### src/rtl/bfsh_pkg.sv
// Shared definitions for the Blowfish host controller.
//   bfsh_state_e       : controller FSM states
//   bfsh_blk_t         : 64-bit key/data block
//   KEY_GAP_CYCLES     : idle cycles after the key strobe, before initializing is watched
//   INIT_STABLE_CYCLES : consecutive samples of core_initializing=0 needed to call the key ready
//   cnt_width()        : counter width that can hold the values 0..n-1 (minimum 1 bit)
package bfsh_pkg;

    typedef logic [63:0] bfsh_blk_t;

    typedef enum logic [3:0] {
        StIdle     = 4'd0,
        StKeyPulse = 4'd1,
        StKeyGap   = 4'd2,
        StKeyWait  = 4'd3,
        StReady    = 4'd4,
        StPtPulse  = 4'd5,
        StPtStart  = 4'd6,
        StPtRun    = 4'd7,
        StResult   = 4'd8
    } bfsh_state_e;

    localparam int unsigned KEY_GAP_CYCLES     = 2;
    localparam int unsigned INIT_STABLE_CYCLES = 2;

    function automatic int unsigned cnt_width(input int unsigned n);
        return (n > 1) ? $clog2(n) : 1;
    endfunction

endpackage

### src/rtl/bfsh_host_ctrl.sv
// Host-side sequencer for a Blowfish core (BFSH_Core), instantiated beside it at the top.
// Takes keys and blocks from a valid/ready host interface, strobes them into the core,
// waits for the core's handshake levels and returns the result on a valid/ready port.
//
// Ports
//   clk, rst                      clock; asynchronous active-high reset
//   key_valid/key/key_ready       host key offer and acceptance
//   blk_valid/blk_data/blk_enc    host block offer (blk_enc: 1 = encrypt, 0 = decrypt)
//   blk_ready                     block accepted this cycle
//   res_valid/res_data/res_ready  result handshake
//   keyed                         core holds a valid key schedule
//   err                           one-cycle timeout pulse
//   core_*                        strobes/data to the core and its status/result back
//
// Build option
//   BFSH_HOST_TIMEOUT_EN : adds a per-state wait counter; a wait reaching TIMEOUT_CYCLES
//                          (or a second missed core start) pulses err, drops keyed and
//                          returns to idle. Without it err is tied low and waits are unbounded.
module bfsh_host_ctrl
    import bfsh_pkg::*;
#(
    parameter int unsigned TIMEOUT_CYCLES = 4096,
    parameter int unsigned START_WAIT     = 4
) (
    input  logic        clk,
    input  logic        rst,
    input  logic        key_valid,
    input  logic [63:0] key,
    output logic        key_ready,
    input  logic        blk_valid,
    input  logic [63:0] blk_data,
    input  logic        blk_enc,
    output logic        blk_ready,
    output logic        res_valid,
    output logic [63:0] res_data,
    input  logic        res_ready,
    output logic        keyed,
    output logic        err,
    output logic        core_en_key,
    output logic [63:0] core_key,
    output logic        core_en_pt,
    output logic [63:0] core_pt,
    output logic        core_en_enc_dec,
    input  logic        core_initializing,
    input  logic        core_busy,
    input  logic [63:0] core_ct
);

    localparam int unsigned GapW = cnt_width(KEY_GAP_CYCLES);
    localparam int unsigned StbW = cnt_width(INIT_STABLE_CYCLES);
    localparam int unsigned SwW  = cnt_width(START_WAIT);

    bfsh_state_e     state_q, state_d;
    bfsh_blk_t       core_key_q, core_key_d;
    bfsh_blk_t       core_pt_q, core_pt_d;
    logic            enc_q, enc_d;
    bfsh_blk_t       res_data_q, res_data_d;
    logic            res_valid_q, res_valid_d;
    logic            keyed_q, keyed_d;
    // Set once the current block has had its single start retry.
    logic            retried_q, retried_d;
    logic [GapW-1:0] gap_cnt_q, gap_cnt_d;
    logic [StbW-1:0] stable_cnt_q, stable_cnt_d;
    logic [SwW-1:0]  start_cnt_q, start_cnt_d;
    logic            key_ready_c;
    logic            blk_ready_c;

`ifdef BFSH_HOST_TIMEOUT_EN
    localparam int unsigned ToW = cnt_width(TIMEOUT_CYCLES);

    logic [ToW-1:0] to_cnt_q, to_cnt_d;
    logic           start_miss;
    logic           to_count;
    logic           to_hit;
`else
    logic unused_timeout_cfg;
    assign unused_timeout_cfg = ^TIMEOUT_CYCLES;
    assign err = 1'b0;
`endif

    always_comb begin
        state_d      = state_q;
        core_key_d   = core_key_q;
        core_pt_d    = core_pt_q;
        enc_d        = enc_q;
        res_data_d   = res_data_q;
        res_valid_d  = res_valid_q;
        keyed_d      = keyed_q;
        retried_d    = retried_q;
        // Phase counters restart from zero whenever their phase is not running.
        gap_cnt_d    = '0;
        stable_cnt_d = '0;
        start_cnt_d  = '0;
        key_ready_c  = 1'b0;
        blk_ready_c  = 1'b0;
`ifdef BFSH_HOST_TIMEOUT_EN
        start_miss   = 1'b0;
`endif

        case (state_q)
            StIdle, StReady: begin
                // A new key wins over a block; blocks need an established key schedule.
                if (key_valid) begin
                    key_ready_c = 1'b1;
                    core_key_d  = key;
                    keyed_d     = 1'b0;
                    state_d     = StKeyPulse;
                end else if ((state_q == StReady) && blk_valid && !res_valid_q) begin
                    blk_ready_c = 1'b1;
                    core_pt_d   = blk_data;
                    enc_d       = blk_enc;
                    retried_d   = 1'b0;
                    state_d     = StPtPulse;
                end
            end

            StKeyPulse: state_d = StKeyGap;

            // The core only starts on the falling edge of its key strobe, so give it time
            // to raise core_initializing before that level is trusted.
            StKeyGap: begin
                if (gap_cnt_q == GapW'(KEY_GAP_CYCLES - 1)) begin
                    state_d = StKeyWait;
                end else begin
                    gap_cnt_d = gap_cnt_q + GapW'(1);
                end
            end

            StKeyWait: begin
                if (!core_initializing) begin
                    if (stable_cnt_q == StbW'(INIT_STABLE_CYCLES - 1)) begin
                        keyed_d = 1'b1;
                        state_d = StReady;
                    end else begin
                        stable_cnt_d = stable_cnt_q + StbW'(1);
                    end
                end
            end

            StPtPulse: state_d = StPtStart;

            StPtStart: begin
                if (core_busy) begin
                    state_d = StPtRun;
                end else if (start_cnt_q == SwW'(START_WAIT - 1)) begin
                    if (!retried_q) begin
                        retried_d = 1'b1;
                        state_d   = StPtPulse;
                    end else begin
                        // Second miss: hold here (saturated) until the core shows up.
`ifdef BFSH_HOST_TIMEOUT_EN
                        start_miss  = 1'b1;
`endif
                        start_cnt_d = start_cnt_q;
                    end
                end else begin
                    start_cnt_d = start_cnt_q + SwW'(1);
                end
            end

            StPtRun: begin
                if (!core_busy) begin
                    res_data_d  = core_ct;
                    res_valid_d = 1'b1;
                    state_d     = StResult;
                end
            end

            StResult: begin
                if (res_ready) begin
                    res_valid_d = 1'b0;
                    state_d     = StReady;
                end
            end

            default: state_d = StIdle;
        endcase

`ifdef BFSH_HOST_TIMEOUT_EN
        to_count = (state_q == StKeyWait) || (state_q == StPtStart) || (state_q == StPtRun);
        // Only a wait that is still pending can expire; leaving the state this cycle wins.
        to_hit   = start_miss ||
                   (to_count && (state_d == state_q) &&
                    (to_cnt_q == ToW'(TIMEOUT_CYCLES - 1)));
        if (to_hit) begin
            keyed_d = 1'b0;
            state_d = StIdle;
        end
        err      = to_hit;
        to_cnt_d = ((state_d != state_q) || !to_count) ? '0 : to_cnt_q + ToW'(1);
`endif
    end

    always_ff @(posedge clk or posedge rst) begin
        if (rst) begin
            state_q      <= StIdle;
            core_key_q   <= '0;
            core_pt_q    <= '0;
            enc_q        <= 1'b0;
            res_data_q   <= '0;
            res_valid_q  <= 1'b0;
            keyed_q      <= 1'b0;
            retried_q    <= 1'b0;
            gap_cnt_q    <= '0;
            stable_cnt_q <= '0;
            start_cnt_q  <= '0;
        end else begin
            state_q      <= state_d;
            core_key_q   <= core_key_d;
            core_pt_q    <= core_pt_d;
            enc_q        <= enc_d;
            res_data_q   <= res_data_d;
            res_valid_q  <= res_valid_d;
            keyed_q      <= keyed_d;
            retried_q    <= retried_d;
            gap_cnt_q    <= gap_cnt_d;
            stable_cnt_q <= stable_cnt_d;
            start_cnt_q  <= start_cnt_d;
        end
    end

`ifdef BFSH_HOST_TIMEOUT_EN
    always_ff @(posedge clk or posedge rst) begin
        if (rst) begin
            to_cnt_q <= '0;
        end else begin
            to_cnt_q <= to_cnt_d;
        end
    end
`endif

    // Nothing is accepted while reset is held, so do not advertise readiness then.
    assign key_ready       = key_ready_c & ~rst;
    assign blk_ready       = blk_ready_c;
    assign res_valid       = res_valid_q;
    assign res_data        = res_data_q;
    assign keyed           = keyed_q;
    assign core_en_key     = (state_q == StKeyPulse);
    assign core_en_pt      = (state_q == StPtPulse);
    assign core_key        = core_key_q;
    assign core_pt         = core_pt_q;
    assign core_en_enc_dec = enc_q;

endmodule

### config.mk
export PLATFORM = sky130hd
export DESIGN_NAME = bfsh_host_ctrl
export DESIGN_NICKNAME = d
export VERILOG_FILES = /design/src/rtl/bfsh_pkg.sv /design/src/rtl/bfsh_host_ctrl.sv
export SDC_FILE = /design/constraint.sdc
export NUM_CORES = 1
export LEC_CHECK = 0
export BUFFER_PORTS_ARGS = -buffer_cell sky130_fd_sc_hd__buf_2
export CORE_AREA = 5 5 151 153
export CTS_CLUSTER_SIZE = 20
export DETAILED_ROUTE_END_ITERATION = 10
export DIE_AREA = 0 0 156 158
export GPL_TIMING_DRIVEN = 0
export PLACE_DENSITY_LB_ADDON = 0.2
export SKIP_LAST_GASP = 1
export SYNTH_ARGS = -nofsm -noshare
export SYNTH_HDL_FRONTEND = slang
export SYNTH_SLANG_ARGS = --single-unit
### constraint.sdc
create_clock -name clk -period 5.91 [get_ports clk]
set_clock_uncertainty 0.1 [all_clocks]
set_input_delay 0.591 -clock clk [delete_from_list [all_inputs] [get_ports clk]]
set_output_delay 0.591 -clock clk [all_outputs]
set_load 0.01 [all_outputs]
# == Word level (Yosys, flattened, before mapping) ==
# Cells that the tools add are included.
# classes
add_sub_neg,3
eq_ne,23
n_mux,37
bitwise_logic,4
n_reduce_logical,15
# ops
cell,n
2-to-1 mux 4 bit,10
case mux 4 bit (8 select lines),1
!= test 2 bit (second input constant),10
2-to-1 mux 1 bit,19
== test 4 x 3 -> 1 bit (second input constant),4
!= test 3 bit (second input constant),3
== test 4 x 2 -> 1 bit (second input constant),2
2-to-1 mux 2 bit,4
AND reduction 8 bit,1
case mux 1 bit (2 select lines),3
AND reduction 3 bit,2
nonzero test 2 bit,3
AND reduction 5 bit,1
== test 4 x 1 -> 1 bit (second input constant),1
== test 4 bit (second input constant),1
zero test 4 bit,1
!= test 4 bit (second input constant),1
AND reduction 2 bit,2
AND reduction 4 bit,1
NOT 1 bit,3
adder 1 bit (second input constant),2
adder 2 x 1 -> 2 bit (second input constant),1
== test 2 bit (second input constant),1
logical AND 1 bit,2
other kinds (3),3
# totals
reg_bits,204
input_bits,200
out_inout_bits,200
wordCells,93

# == Longest topological paths before layout ==
# logic_depth
word_depth,6
ltp_mapped,7
depth_no_buf,5

# == Worst setup path before layout ==
# Ideal clock, no wire load.
# synth_timing
kind,input to output
start,input port rst
end,output port key_ready
arrival_time_ns,5.349
t_required_ns,5.219
setup_slack_ns,-0.130
path_stages,2
n_path_buf,0
path_cell_list,inv_1 -> and2_1
# synth_between
elab_chain_cells,2
# synth_lines
item,line,source
from (decl),bfsh_host_ctrl.sv:26,"input logic rst,"
NOT 1 bit,bfsh_host_ctrl.sv:233,assign key_ready = key_ready_c & ~rst;
bitwise AND 1 bit,bfsh_host_ctrl.sv:233,
to (decl),bfsh_host_ctrl.sv:29,"output logic key_ready,"
# No other way between the ends.

# == Worst setup path after layout ==
# layout_timing
start,register state_q[3]
end,output port blk_ready
# layout_between
elab_chain_cells,6
word_cells_on_any_way,8
classes_between,1 x eq/ne; 3 x mux; 4 x reduce/logical
# layout_lines
item,line,source
from (decl),bfsh_host_ctrl.sv:53,"bfsh_state_e state_q, state_d;"
from (signal assigned),bfsh_host_ctrl.sv:196,state_q <= StIdle;
from (signal assigned),bfsh_host_ctrl.sv:208,state_q <= state_d;
== test 4 x 3 -> 1 bit,"bfsh_host_ctrl.sv:100, bfsh_host_ctrl.sv:108",
logical AND 1 bit (2 in a row),bfsh_host_ctrl.sv:108,end else if ((state_q == StReady) && blk_valid && !res_valid_q) begin
2-to-1 mux 1 bit,bfsh_host_ctrl.sv:108,
2-to-1 mux 1 bit,bfsh_host_ctrl.sv:103,if (key_valid) begin
2-to-1 mux 1 bit *,bfsh_host_ctrl.sv:100,case (state_q)
to (decl),bfsh_host_ctrl.sv:33,"output logic blk_ready,"
# Every way passes the cells marked *; elsewhere a longest branch is shown, timed or not.

==> impl_metrics.ini <==
[sta]
rsz0062_at_grt = no
hold_viol_final = 0
slew_viol_final = 0
setup_slack_ns = 2.94
fin_crit_sh_pct = 50.3
fmax_ghz = 0.336
setup_viol = 0
period_needed_ns = 2.97

[floorplan]
die_h_um = 158
die_width_um = 156
core_um2 = 21400
dieArea_um2 = 24600
initial_core_util_pct = 36.9
io_pins = 400
core.rowCount = 54

[synthesis]
synthMuxAreaShare_pct = 27.8
synth_flop_cell = dfrtp_1
yosysWarnings = 0
synth.area.top_cells = dfrtp_1 65%, mux2_2 22%, mux2_1 5.7%, buf_4 0.95%, buf_6 0.71%
synth_compound_area_share_pct = 1.31
avgSynthCellArea_um2 = 16.3
synthesis.nets = 686
synth_fa_ha_area_share_pct = 0.158
synthSimpleGateAreaFrac_pct = 3.56
synth.top_cell.area_share_pct = 64.6
synth_xor_area_share_pct = 0
synth_edf_count = 0
synth-async-reset-ratio_pct = 100
synth_top_family_by_area = multiplexers
ys_ff_latch = 204
ys_types = 38
synth_cells = 485
yosysTopAreaCell = dfrtp_1
syn_area_um2 = 7900
yosysSeqAreaShare_pct = 64.6

[clock_tree]
cts_num_sinks = 204
clockBufferDepth = 3
cts_buffers = 23
tritoncts = built
cts_root_buf = clkbuf_16
cts_htree_levels = 1
cts-resized-gates = 0
insertion_delay_ns = 0.50
clk_pin_slew_worst_paths_ns = 0.06

[global_route]
grt_pass1_wl_um = 31800
grt_max_degree = 42
antenna_found_initial = 1
grt_util_met2_pct = 28.7
grt_usage_pct = 16.2
met3_usage_pct = 5.96
busiest_layer = met2
grt_overflow = 0
grt_pass1_vias = 5651
use_met1_pct = 18.7

[setup_path]
rr_worst_depth = 7
start_kind = register
crit_required_ns = 5.22
reg2reg_slack_ns = 3.69
critical_path_class = reg2out
endpoint = blk_ready
worstPathMaxFanout = 10
crit_path_start = state_q[3]
rr_startpoint = state_q[3]
cp_data_arrival_time_ns = 2.28
r2r-end = core_pt[8]
worstSetupEndpointType = primary output

[cells_and_area]
syn2layout_area_growth_pct = 41.3
fin_area_um2 = 11200
layout_commonest_cell = buf_2
layout_common_cells = 409 x buf_2, 204 x dfrtp_1, 155 x mux2_2
stdcell_count = 1213
drive_above_1_share_pct = 67.8
final_net_count = 1116
final_util_pct = 52.1

[placement]
routabilityCongestion = 0.754
port_buffers = 398
dpl_cell_area_um2 = 10400
dp.cells = 1169
detailedPlace.worstSlack_ns = 3.28
dp_hpwl_um = 16700

[power]
ir_drop_mv = 0.329
power.leakage_nw = 5.76
p_total_mw = 5.80
power.density_nw_per_um2 = 520

[detailed_routing]
drt_iter0_drc = 200
drtPass1Iterations = 4
ant_nets = 0
avgRoutedWirePerCell_um = 17.4
wl_um = 21100
drc_errors = 0
routed_via_density = 4.51
via_count = 5474

[run]
maxCapViolations = 0

[min_path]
hp-class = in2reg

[outcome]
outcome = completed
==> critical path: stages, from the launching register on <==
cell and delay [ns]:
dfrtp_1 0.37, buf_4 0.17, and2b_1 0.23, nand3_1 0.14, nor2_1 0.29, buf_4 0.27
buf_6 0.17, buf_2 0.14
==> how the worst min path moves through the flow <==
stage / slack, ns / startpoint / cells past startpoint / endpoint
after floorplan: 0.30 / gap_cnt_q / 1 / gap_cnt_q
after global placement: 0.31 / gap_cnt_q / 1 / gap_cnt_q
after detailed placement: 0.31 / gap_cnt_q / 1 / gap_cnt_q
after CTS: 0.17 / core_ct[20] / 2 / res_data[20]
after global routing: 0.18 / core_ct[6] / 2 / res_data[6]
final: 0.20 / core_ct[20] / 2 / res_data[20]
==> power breakdown <==
| group | internal (mW) | switching (mW) | total, mW |
|---|---|---|---|
| sequential | 2.01 | 0.286 | 2.30 |
| clock | 0.897 | 0.561 | 1.46 |
| combinational | 1.06 | 0.988 | 2.05 |
==> per-stage QoR <==
step	hold slack [ns]	TNS [ns]
after CTS	0.166	0
after detailed placement	0.312	0
after global placement	0.309	-0.544
after floorplan	0.299	0
final	0.200	0
after global routing	0.183	0
==> layer usage <==
metal | wire (um) | share of wire [%] | up-vias
met2 | 11000 | 52 | 233
li1 | - | - | 2586
met4 | 241 | 1.1 | 0
met5 | 0 | 0 | -
met1 | 7680 | 36 | 2636
met3 | 2210 | 10 | 19
==> flip-flops by register name, indices dropped and copies added, names as in the netlist <==
| register | count |
|---|---|
| core_key | 64 |
| core_pt | 64 |
| res_data | 64 |
| state_q | 4 |
| start_cnt_q | 2 |
| core_en_enc_dec | 1 |
| gap_cnt_q | 1 |
| keyed | 1 |
| res_valid | 1 |
| retried_q | 1 |
| stable_cnt_q | 1 |
==> cell usage after synthesis (2+ instances only) <==
cell,number
inv_1,3
a21oi_1,6
buf_6,5
nor3b_1,2
buf_4,10
nor2_1,7
nand2b_1,6
nor2b_1,4
dfrtp_1,204
nand3_1,4
mux2_2,155
mux2_1,40
buf_2,11
nand2_1,4
==> repair_timing <==
action,4_1_cts,5_1_grt
endpoints found under the hold margin,13,0
hold buffers,1,0
buffers inserted,0,0
endpoints found under the setup margin,0,0
==> cells by family after synthesis <==
| family | after synthesis |
|---|---|
| AO/OA/AOI/OAI | 14 |
| adder cells (fa/ha/maj) | 1 |
| buffers and inverters | 29 |
| flip-flops | 204 |
| multiplexers | 195 |
| other | 1 |
| AND/OR/NAND/NOR | 41 |
==> cell type report <==
class	count	area (um^2)
clock inverters	10	133
diodes	2	5.00
multi-input cells	252	2600
flip-flops and latches	204	5100
well taps	280	350
clock buffers	31	646
fillers	1927	10300
inverters	3	15.0
plain buffers	26	186
repair buffers	405	2120
Note: power is estimated with default switching activity, not from simulation.
